==> src/rtl/parking_pkg.sv <==
// Shared types and constants for the parking gate scheduler and the
// occupancy block it feeds.
package parking_pkg;

  typedef enum logic [1:0] {
    IDLE   = 2'd0,
    STROBE = 2'd1,
    GAP    = 2'd2,
    DONE   = 2'd3
  } sched_state_t;

  localparam logic DIR_EXIT  = 1'b0;
  localparam logic DIR_ENTRY = 1'b1;

  localparam int DEFAULT_OPEN_HOUR = 8;

  // Zone capacities must match the occupancy block's own constants.
  localparam int UNI_CAP_AM  = 500;
  localparam int FREE_CAP_AM = 200;
  localparam int TOTAL_CAP   = 700;

endpackage

==> src/rtl/parking_gate_scheduler_if.sv <==
// Gate-side request/completion bundle between the physical gates and the
// scheduler.
interface parking_gate_scheduler_if #(
  parameter int NUM_GATES = 4
);
  // Handshake: gate_req[i] is the valid and stays high (with gate_dir[i] and
  // gate_uni[i] stable) until the one-cycle gate_done[i]; gate_ok qualifies
  // that done pulse. The gate drops gate_req[i] in the following cycle.
  logic [NUM_GATES-1:0] gate_req;
  logic [NUM_GATES-1:0] gate_dir;
  logic [NUM_GATES-1:0] gate_uni;
  logic [NUM_GATES-1:0] gate_done;
  logic                 gate_ok;

  modport master (
    output gate_req, gate_dir, gate_uni,
    input  gate_done, gate_ok
  );

  modport slave (
    input  gate_req, gate_dir, gate_uni,
    output gate_done, gate_ok
  );
endinterface

==> src/rtl/parking_rr_arbiter.sv <==
// Combinational round-robin pick: first unmasked requester at or after ptr,
// wrapping modulo NUM_GATES.
module parking_rr_arbiter
  import parking_pkg::*;
#(
  parameter int NUM_GATES = 4,
  parameter int PW        = 2
) (
  input  logic [NUM_GATES-1:0] req,
  input  logic [PW-1:0]        ptr,
  input  logic [NUM_GATES-1:0] mask,
  output logic [PW-1:0]        winner,
  output logic                 any_req
);

  logic [NUM_GATES-1:0] eff;
  logic [PW-1:0]        idx;
  int                   sum;

  assign eff = req & ~mask;

  always_comb begin
    winner  = '0;
    any_req = 1'b0;
    idx     = '0;
    sum     = 0;
    for (int i = 0; i < NUM_GATES; i++) begin
      sum = int'(ptr) + i;
      if (sum >= NUM_GATES) sum = sum - NUM_GATES;
      idx = PW'(sum);
      if (!any_req && eff[idx]) begin
        winner  = idx;
        any_req = 1'b1;
      end
    end
  end

endmodule

==> src/rtl/parking_gate_scheduler.sv <==
// Serialises gate car events into spaced entry/exit strobes for the occupancy
// block. Optional counters enabled by defining PARK_SCHED_STATS_EN.
module parking_gate_scheduler
  import parking_pkg::*;
#(
  parameter int NUM_GATES  = 4,
  parameter int STROBE_CYC = 2,
  parameter int GAP_CYC    = 2,
  parameter int OPEN_HOUR  = DEFAULT_OPEN_HOUR
) (
  input  logic                     clk,
  input  logic                     rst,
  input  logic [4:0]               current_hour,
  input  logic                     uni_is_vacated_space,
  input  logic                     is_vacated_space,
  parking_gate_scheduler_if.slave  gates,
  output logic                     car_entered,
  output logic                     is_uni_car_entered,
  output logic                     car_exited,
  output logic                     is_uni_car_exited,
  output logic                     busy,
`ifdef PARK_SCHED_STATS_EN
  output logic [15:0]              reject_cnt,
  output logic [15:0]              served_cnt,
`endif
  output sched_state_t             dbg_state
);

  localparam int PW   = (NUM_GATES > 1) ? $clog2(NUM_GATES) : 1;
  localparam int MAXC = (STROBE_CYC > GAP_CYC) ? STROBE_CYC : GAP_CYC;
  localparam int CW   = $clog2(MAXC + 1);
  localparam logic [4:0] OPEN_H = 5'(OPEN_HOUR);

  sched_state_t         state;
  logic [CW-1:0]        cnt;
  logic [PW-1:0]        ptr;
  logic [PW-1:0]        win_idx;
  logic                 win_dir;
  logic                 win_uni;
  logic                 accept_q;
  logic                 mask_prev;
  logic [PW-1:0]        pick;
  logic                 any_req;
  logic                 accept_next;
  logic [NUM_GATES-1:0] win_onehot;
  logic [NUM_GATES-1:0] mask_vec;

  assign dbg_state  = state;
  assign win_onehot = {{(NUM_GATES-1){1'b0}}, 1'b1} << win_idx;
  // The last winner may still hold req in the IDLE cycle right after DONE.
  assign mask_vec   = mask_prev ? win_onehot : '0;

  parking_rr_arbiter #(.NUM_GATES(NUM_GATES), .PW(PW)) u_arb (
    .req     (gates.gate_req),
    .ptr     (ptr),
    .mask    (mask_vec),
    .winner  (pick),
    .any_req (any_req)
  );

  always_comb begin
    accept_next = 1'b1;
    if (current_hour < OPEN_H)
      accept_next = 1'b0;
    else if (gates.gate_dir[pick] == DIR_ENTRY)
      accept_next = gates.gate_uni[pick] ? (uni_is_vacated_space | is_vacated_space)
                                         : is_vacated_space;
  end

  always_ff @(posedge clk) begin
    if (rst) begin
      state              <= IDLE;
      cnt                <= '0;
      ptr                <= '0;
      win_idx            <= '0;
      win_dir            <= 1'b0;
      win_uni            <= 1'b0;
      accept_q           <= 1'b0;
      mask_prev          <= 1'b0;
      car_entered        <= 1'b0;
      is_uni_car_entered <= 1'b0;
      car_exited         <= 1'b0;
      is_uni_car_exited  <= 1'b0;
      gates.gate_done    <= '0;
      gates.gate_ok      <= 1'b0;
      busy               <= 1'b0;
    end else begin
      // Outputs are registered copies of the state held this cycle.
      car_entered        <= (state == STROBE) && win_dir;
      car_exited         <= (state == STROBE) && !win_dir;
      is_uni_car_entered <= ((state == STROBE) || (state == GAP)) && win_dir && win_uni;
      is_uni_car_exited  <= ((state == STROBE) || (state == GAP)) && !win_dir && win_uni;
      gates.gate_done    <= (state == DONE) ? win_onehot : '0;
      gates.gate_ok      <= (state == DONE) && accept_q;
      busy               <= (state != IDLE);

      case (state)
        IDLE: begin
          mask_prev <= 1'b0;
          if (any_req) begin
            win_idx  <= pick;
            win_dir  <= gates.gate_dir[pick];
            win_uni  <= gates.gate_uni[pick];
            accept_q <= accept_next;
            ptr      <= (pick == PW'(NUM_GATES - 1)) ? '0 : pick + 1'b1;
            if (accept_next) begin
              state <= STROBE;
              cnt   <= CW'(STROBE_CYC - 1);
            end else begin
              state <= DONE;
            end
          end
        end
        STROBE: begin
          if (cnt == '0) begin
            state <= GAP;
            cnt   <= CW'(GAP_CYC - 1);
          end else begin
            cnt <= cnt - 1'b1;
          end
        end
        GAP: begin
          if (cnt == '0) state <= DONE;
          else           cnt   <= cnt - 1'b1;
        end
        DONE: begin
          state     <= IDLE;
          mask_prev <= 1'b1;
        end
        default: state <= IDLE;
      endcase
    end
  end

`ifdef PARK_SCHED_STATS_EN
  always_ff @(posedge clk) begin
    if (rst) begin
      reject_cnt <= '0;
      served_cnt <= '0;
    end else if (state == DONE) begin
      if (accept_q && (served_cnt != 16'hFFFF)) served_cnt <= served_cnt + 16'd1;
      if (!accept_q && (reject_cnt != 16'hFFFF)) reject_cnt <= reject_cnt + 16'd1;
    end
  end
`endif

endmodule
==> src/flat_wrapper.sv <==
// flat-port wrapper written by rule: the top's interface ports become plain ports
module parking_gate_scheduler_flat import parking_pkg::*;
#(
  parameter int NUM_GATES  = 4,
  parameter int STROBE_CYC = 2,
  parameter int GAP_CYC    = 2,
  parameter int OPEN_HOUR  = DEFAULT_OPEN_HOUR
)
  (clk, rst, current_hour, uni_is_vacated_space, is_vacated_space, car_entered, is_uni_car_entered, car_exited, is_uni_car_exited, busy, dbg_state, gates_gate_req, gates_gate_dir, gates_gate_uni, gates_gate_done, gates_gate_ok);
  parking_gate_scheduler_if #(.NUM_GATES(NUM_GATES)) gates_i ();
  input  logic clk;
  input  logic rst;
  input  logic [4:0] current_hour;
  input  logic uni_is_vacated_space;
  input  logic is_vacated_space;
  output logic car_entered;
  output logic is_uni_car_entered;
  output logic car_exited;
  output logic is_uni_car_exited;
  output logic busy;
  output sched_state_t dbg_state;
  input wire logic [$bits(gates_i.gate_req)-1:0] gates_gate_req;
  input wire logic [$bits(gates_i.gate_dir)-1:0] gates_gate_dir;
  input wire logic [$bits(gates_i.gate_uni)-1:0] gates_gate_uni;
  output wire logic [$bits(gates_i.gate_done)-1:0] gates_gate_done;
  output wire logic [$bits(gates_i.gate_ok)-1:0] gates_gate_ok;
  assign gates_i.gate_req = gates_gate_req;
  assign gates_i.gate_dir = gates_gate_dir;
  assign gates_i.gate_uni = gates_gate_uni;
  assign gates_gate_done = gates_i.gate_done;
  assign gates_gate_ok = gates_i.gate_ok;
  parking_gate_scheduler #(.NUM_GATES(NUM_GATES), .STROBE_CYC(STROBE_CYC), .GAP_CYC(GAP_CYC), .OPEN_HOUR(OPEN_HOUR)) u_core (.clk(clk), .rst(rst), .current_hour(current_hour), .uni_is_vacated_space(uni_is_vacated_space), .is_vacated_space(is_vacated_space), .gates(gates_i), .car_entered(car_entered), .is_uni_car_entered(is_uni_car_entered), .car_exited(car_exited), .is_uni_car_exited(is_uni_car_exited), .busy(busy), .dbg_state(dbg_state));
endmodule
==> config.mk <==
export PLATFORM = sky130hd
export DESIGN_NAME = parking_gate_scheduler_flat
export DESIGN_NICKNAME = d
export VERILOG_FILES = /design/src/rtl/parking_pkg.sv /design/src/rtl/parking_gate_scheduler_if.sv /design/src/rtl/parking_rr_arbiter.sv /design/src/rtl/parking_gate_scheduler.sv /design/src/flat_wrapper.sv
export SDC_FILE = /design/constraint.sdc
export NUM_CORES = 1
export LEC_CHECK = 0
export ABC_AREA = 1
export BUFFER_PORTS_ARGS = -buffer_cell sky130_fd_sc_hd__buf_2
export CORE_ASPECT_RATIO = 1.75
export CORE_UTILIZATION = 52
export CTS_CLUSTER_DIAMETER = 80
export DETAILED_ROUTE_END_ITERATION = 8
export HOLD_SLACK_MARGIN = 0.1
export PLACE_DENSITY = 0.78
export REMOVE_ABC_BUFFERS = 1
export SETUP_SLACK_MARGIN = 0.3
export SLEW_MARGIN = 20
export SYNTH_ARGS = -nofsm -noshare
export SYNTH_HDL_FRONTEND = slang
export SYNTH_SLANG_ARGS = --single-unit
==> constraint.sdc <==
create_clock -name clk -period 2.4 [get_ports clk]
set_input_delay 0.48 -clock clk [delete_from_list [all_inputs] [get_ports clk]]
set_output_delay 0.48 -clock clk [all_outputs]
set_load 0.01 [all_outputs]
After elaboration in Yosys (flattened, before gate mapping)
Cells that the tools add are included.

operators by class
  muxes and demuxes = 40
  shift-type cells = 1
  reduce and logical (&&, ||, !) cells = 24
  eq/ne operators = 9
  bitwise logic cells = 4
  add/subtract/negate cells = 9
  order comparisons = 10

operator list
  operator             number
  $mux 2               17
  $lt 2x3->1 const B   5
  $mux 1               13
  $bmux 1 s2           6
  $logic_and 1x1->1    10
  $sub 2x1->2 const B  5
  $ge 3x3->1 const B   3
  $pmux 2 s4           1
  $add 2x2->3 const B  2
  $eq 2x2->1 const B   3
  $ne 2x2->1 const B   3
  $pmux 2 s3           1
  $lt 5x4->1 const B   1
  $and 4x4->4          1
  $logic_not 1->1      4
  $logic_not 2->1      2
  $mux 4               1
  $ne 2x1->1 const B   2
  $not 4->4            1
  $reduce_and 4->1     1
  $reduce_bool 2->1    2
  $shl 1x2->4 const A  1
  $add 2x1->3 const B  1
  $ge 2x3->1 const B   1
  10 further kinds     10

word-level totals
  bits of input ports = 21
  word-level logic and storage cells = 112
  register bits = 22
  output and inout bits = 12

Depth between registers and ports, before layout
  depth in word-level cells = 24
  gate-level depth with buffers = 20
  depth with buffers taken out = 20

By module
A second synthesis with hierarchy kept.

unflattened totals
  cells, all modules = 187
  area total of the unflattened synthesis = 1,317.5 um2

by module, submodules not included
  module                  seq. area each (um2)  instances  cells each  area each (um2)
  parking_gate_scheduler  440.4                 1          127         993.5
  parking_rr_arbiter      0.0                   1          60          324.1

Least setup slack after synthesis
Ideal clock, no wire load.

  kind = register to register
  start = register u_core.ptr[0]
  end = register u_core.cnt[0]
  path buffers = 1
  library setup time = 0.115 ns
  data required time = 2.285 ns
  period minus slack after synthesis = 1.917 ns
  arrival = 1.802 ns
  cell stages (with the launch flop) = 20
  slack = 0.483 ns
  cells stage by stage = dfxtp_1 -> buf_4 -> inv_2 -> nand3_1 -> nand3_2 -> nand2_4 -> nand2_1 -> nand2_1 -> nand2_2 -> nand3_4 -> inv_2 -> nand2_1 -> nand3_1 -> nand3_1 -> nand2_1 -> nand2_2 -> nand2_2 -> nand3_1 -> nand2_1 -> nor2_1

on the way
  longest elaborated chain between the ends = 21
  elaborated cells on any way between the ends = 47
  those cells by class = add/sub: 7; order compare: 4; eq/ne: 2; mux: 27; reduce/logical: 7

ends and longest elaborated chain
  item                                                                  RTL line                       text
  start, declared                                                       parking_gate_scheduler.sv:36   logic [PW-1:0] ptr;
  start signal, assigned                                                parking_gate_scheduler.sv:105  ptr <= (pick == PW'(NUM_GATES - 1)) ? '0 : pick + 1'b1;
  parallel branches: the longest is 20 deep, another holds $add 2x1->3  --
  $reduce_and 4->1 (no source line) *                                   --
  end signal, assigned                                                  parking_gate_scheduler.sv:108  cnt <= CW'(STROBE_CYC - 1);
  end signal, assigned                                                  parking_gate_scheduler.sv:117  cnt <= CW'(GAP_CYC - 1);
  end signal, assigned                                                  parking_gate_scheduler.sv:119  cnt <= cnt - 1'b1;
  end, declared                                                         parking_gate_scheduler.sv:35   logic [CW-1:0] cnt;

Mark *: on every way between the ends. The select of a mux whose other input is x is not followed.
A chain may end at the register's enable or synchronous reset.

Final worst setup path
  start = register u_core.win_idx[1]
  end = register u_core.cnt[1]

on the way
  longest elaborated chain between the ends = 23
  elaborated cells on any way between the ends = 36
  those cells by class = eq/ne: 2; shift: 1; mux: 24; bitwise: 2; reduce/logical: 7

ends and longest elaborated chain
  item                                 RTL line                       text
  start, declared                      parking_gate_scheduler.sv:37   logic [PW-1:0] win_idx;
  start signal, assigned               parking_gate_scheduler.sv:101  win_idx <= pick;
  $shl 1x2->4 *                        parking_gate_scheduler.sv:49   assign win_onehot = {{(NUM_GATES-1){1'b0}}, 1'b1} << win_idx;
  $mux 4 *                             parking_gate_scheduler.sv:51   assign mask_vec = mask_prev ? win_onehot : '0;
  $not 4->4 *                          parking_rr_arbiter.sv:20       assign eff = req & ~mask;
  $and 4x4->4 *                        parking_rr_arbiter.sv:20
  $bmux 1 s2                           parking_rr_arbiter.sv:31       if (!any_req && eff[idx]) begin
  $mux 1 (implied by the code)         parking_rr_arbiter.sv:31
  $mux 1                               parking_rr_arbiter.sv:31
  $logic_not 1->1                      parking_rr_arbiter.sv:31
  [7 not listed]                       --
  $mux 2                               parking_rr_arbiter.sv:31
  $bmux 1 s2                           parking_gate_scheduler.sv:66   accept_next = gates.gate_uni[pick] ? (uni_is_vacated_space | is_vacated_space)
  $mux 1 (implied by the code)         parking_gate_scheduler.sv:66
  $mux 1                               parking_gate_scheduler.sv:66
  $mux 1                               parking_gate_scheduler.sv:65   else if (gates.gate_dir[pick] == DIR_ENTRY)
  $mux 1                               parking_gate_scheduler.sv:63   if (current_hour < OPEN_H)
  $ne 2x1->1 (no source line)          --
  $reduce_and 4->1 (no source line) *  --

Every way passes the cells marked *; elsewhere a longest branch is shown, timed or not. The select of a mux whose other input is x is not followed.

==> run_results.csv <==
group,metric,value,unit
placement,dp_slack,85.8,ps
worst_hold_path,hold_class,"reg2reg",
grt,met3_usage,0.0192,
timing,relSlewSlack,0.709,
grt,grt_pass1_vias,1316,
power,p_per_area,1410,nW/µm²
finish,area_growth_syn_to_layout,43.8,%
grt,overflow,0,
timing,final.min_clock_period,2170,ps
logic_synthesis,yosys-top-cells-count,"nand2_1, nand3_1, dfxtp_1",
detailed_routing,detail_route.vias_per_cell,5.64,
worst_setup_path,critPathArrivalTime,2330,ps
floorplanning,die_w,40.3,µm
placement,dpl_cell_area,1500,µm²
logic_synthesis,syn_area,1330,µm²
logic_synthesis,yosysMostFrequentCell,"nand2_1",
logic_synthesis,ys_seq_elements,22,
timing,hold_viol,0,
worst_setup_path,critPathCaptureType,"flop",
job,maxCapViolCount,0,
detailed_routing,wl_per_cell,15.5,µm
clock_network,insertion_delay,260,ps
worst_setup_path,crit_type,"reg2reg",
logic_synthesis,syn_inst,181,
logic_synthesis,ys_top_cells_by_area,"dfxtp_1, nand2_1, nand3_1",
power,p_seq_frac,0.237,
timing,period_share,0.904,
worst_setup_path,crit_family,"simple AND/OR/NAND/NOR gates",
grt,antenna_found_initial,0,
finish,drive_gt1_frac,0.464,
timing,fin_ws,230,ps
power,clkPwrFrac,0.124,
timing,fmax,0.461,GHz
timing,clock_skew,3.33,ps
floorplanning,rows,23,
detailed_routing,antenna_left,0,
worst_setup_path,cp_slowest_cell,"dfxtp_4",
detailed_routing,totalWireLength,3850,µm
power,p_comb_frac,0.639,
grt,track_usage,0.274,
finish,diodes,0,
finish,fillCellCount,165,
clock_network,htree_levels,1,
grt,grt_pass1_wl,5290,µm
timing,grt_setup_unrepaired,"true",
clock_network,cts_buffers,3,
floorplanning,die_h,69.0,µm
logic_synthesis,ys_types,32,
power,netSwitchingFraction,0.483,
logic_synthesis,async_flop_share,0,
timing,hold_slack,436,ps
floorplanning,dieArea,2780,µm²
logic_synthesis,synth_flop_cell,"dfxtp_1",
floorplanning,coreArea,2360,µm²
logic_synthesis,synth-edff-count,0,
clock_network,clk_pin_slew,80,ps
worst_setup_path,cp_slowest_stage_delay,430,ps
detailed_routing,drcViolationCount,0,
logic_synthesis,avgSynthCellArea,7.37,µm²
logic_synthesis,ys_warn_count,0,
grt,globalRouteMet1Util,0.235,
clock_network,clockRootBuffer,"clkbuf_8",
logic_synthesis,synth_top_cell_by_area,"dfxtp_1",
floorplanning,initial_core_util,0.565,
worst_setup_path,crit_fanout,7,
run_status,outcome,"finished clean",
logic_synthesis,seq_area_frac_synth,0.330,
floorplanning,io_pins,33,
worst_setup_path,r2r_slack,230,ps
grt,grt_max_degree,14,
power,power_switching,1.31,mW
worst_setup_path,cp_num_buf_inv,1,
grt,busiest_layer,"met2",
timing,setup-tns-final,0,ps
worst_setup_path,crit_chain,"nand3_4 -> nand3_4 -> nand2_4 -> o21ai_4 -> nand4_4 -> nand3_4 -> inv_2 -> nand2_1 -> nand3_2 -> nand3_1 -> nand2_1 -> nand2_2 -> nand2_4 -> a21oi_2 -> nor2_1",
timing,slew_violations,0,
power,power.internal,1.40,mW
clock_network,hold_buffers,0,
finish,postLayoutCoreUtil,0.813,
logic_synthesis,netlist.area_leader.share,0.330,
finish,fin_nets,253,
clock_network,cts_buffer_depth,2,
clock_network,cts_tree,"yes",
detailed_routing,drt-initial-drc-count,24,
worst_setup_path,crit_top_cell,"nand3_4",
detailed_routing,dr.pass1.iters,4,
worst_setup_path,required,2560,ps
placement,io_buffers,29,
grt,globalRouteMet2Util,0.579,
power,ir_worst_vdd,0.945,mV
timing,tightest_slew,436,ps
finish,fin_area,1920,µm²
power,p_leak,0.896,nW
worst_setup_path,setup.worst_path.start_class,"flop",
clock_network,cts_sinks,22,
detailed_routing,vias,1404,
timing,setup_viol,0,
placement,dp_hpwl,2560,µm
placement,routabilityCongestion,0.752,
-- registers in the layout (all words and copies together), names as in the netlist, 2 cells and up --
name / flops
u_core.cnt: 2
u_core.dbg_state: 2
u_core.gates.gate_done: 4
u_core.ptr: 2
u_core.win_idx: 2
-- layout by cell type, fill, tap and decap left out, drive strengths merged, types with 2 or more instances in the layout --
master	instances
nor3	6
dfxtp	22
nor4	2
clkbuf	3
nor2	13
a21oi	11
nand3	29
xor2	2
inv	22
nand2	38
buf	42
a211oi	2
nand4	5
ha	7
o21ai	10
o211ai	2
-- area by class of cell --
| class | count | area, µm² | share of cell area |
|---|---|---|---|
| timing repair buffer | 42 | 246 | 0.129 |
| sequential | 22 | 459 | 0.239 |
| clock inverter | 1 | 30.0 | 0.0157 |
| tap | 25 | 31.3 | 0.0163 |
| inverter | 24 | 98.8 | 0.0515 |
| clock buffer | 3 | 41.3 | 0.0215 |
| multi-input combinational | 132 | 1010 | 0.527 |
-- power by group through the flow --
stage / sequential, mW / combinational (mW) / clock (mW)
after floorplan: 0.575 / 0.960 / 0
after detailed placement: 0.584 / 1.24 / 0
final: 0.642 / 1.73 / 0.336
after CTS: 0.608 / 1.49 / 0.340
after global routing: 0.656 / 1.90 / 0.357
after global placement: 0.575 / 1.19 / 0
-- final timing paths --
check	cells after the start	end	from
worst min-delay path	2	u_core.gates.gate_ok	u_core.accept_q
worst max register to register	15	u_core.cnt[1]	u_core.win_idx[1]
worst max-delay path	15	u_core.cnt[1]	u_core.win_idx[1]
worst min register to register	2	u_core.gates.gate_ok	u_core.accept_q
-- kinds of logic after synthesis --
group | count (synthesis) | synth area share
xor+xnor | 3 | 0.0253
simple gates | 94 | 0.369
flops | 22 | 0.330
compound gates | 28 | 0.129
buf+inv | 27 | 0.0816
fa+ha+maj | 7 | 0.0657
-- timing repair --
action                                  4_1_cts  5_1_grt
hold endpoints to repair                      0        0
endpoints found under the setup margin        7        7
pin swaps                                    15       13
buffers inserted                              7        5
resized for setup                            33       26
-- worst register-to-register path, cell delays in order, from the launching register on --
cell,delay (ps)
dfxtp_4,430
nand3_4,110
nand3_4,100
nand2_4,70
o21ai_4,260
nand4_4,210
nand3_4,180
inv_2,60
nand2_1,70
nand3_2,60
nand3_1,70
nand2_1,60
nand2_2,100
nand2_4,80
a21oi_2,140
nor2_1,50
-- per-stage QoR --
stage	std cells	power, mW
floorplan	178	1.54
global placement	233	1.77
detailed placement	233	1.83
CTS	244	2.44
global route	249	2.91
finish	249	2.71
-- metal layers --
layer	vias to the layer above	routed length, µm
met3	14	89
met5	-	0
met1	671	1310
met2	26	2320
met4	0	132
li1	693	-
No activity file was read; power rests on OpenSTA's default activity.
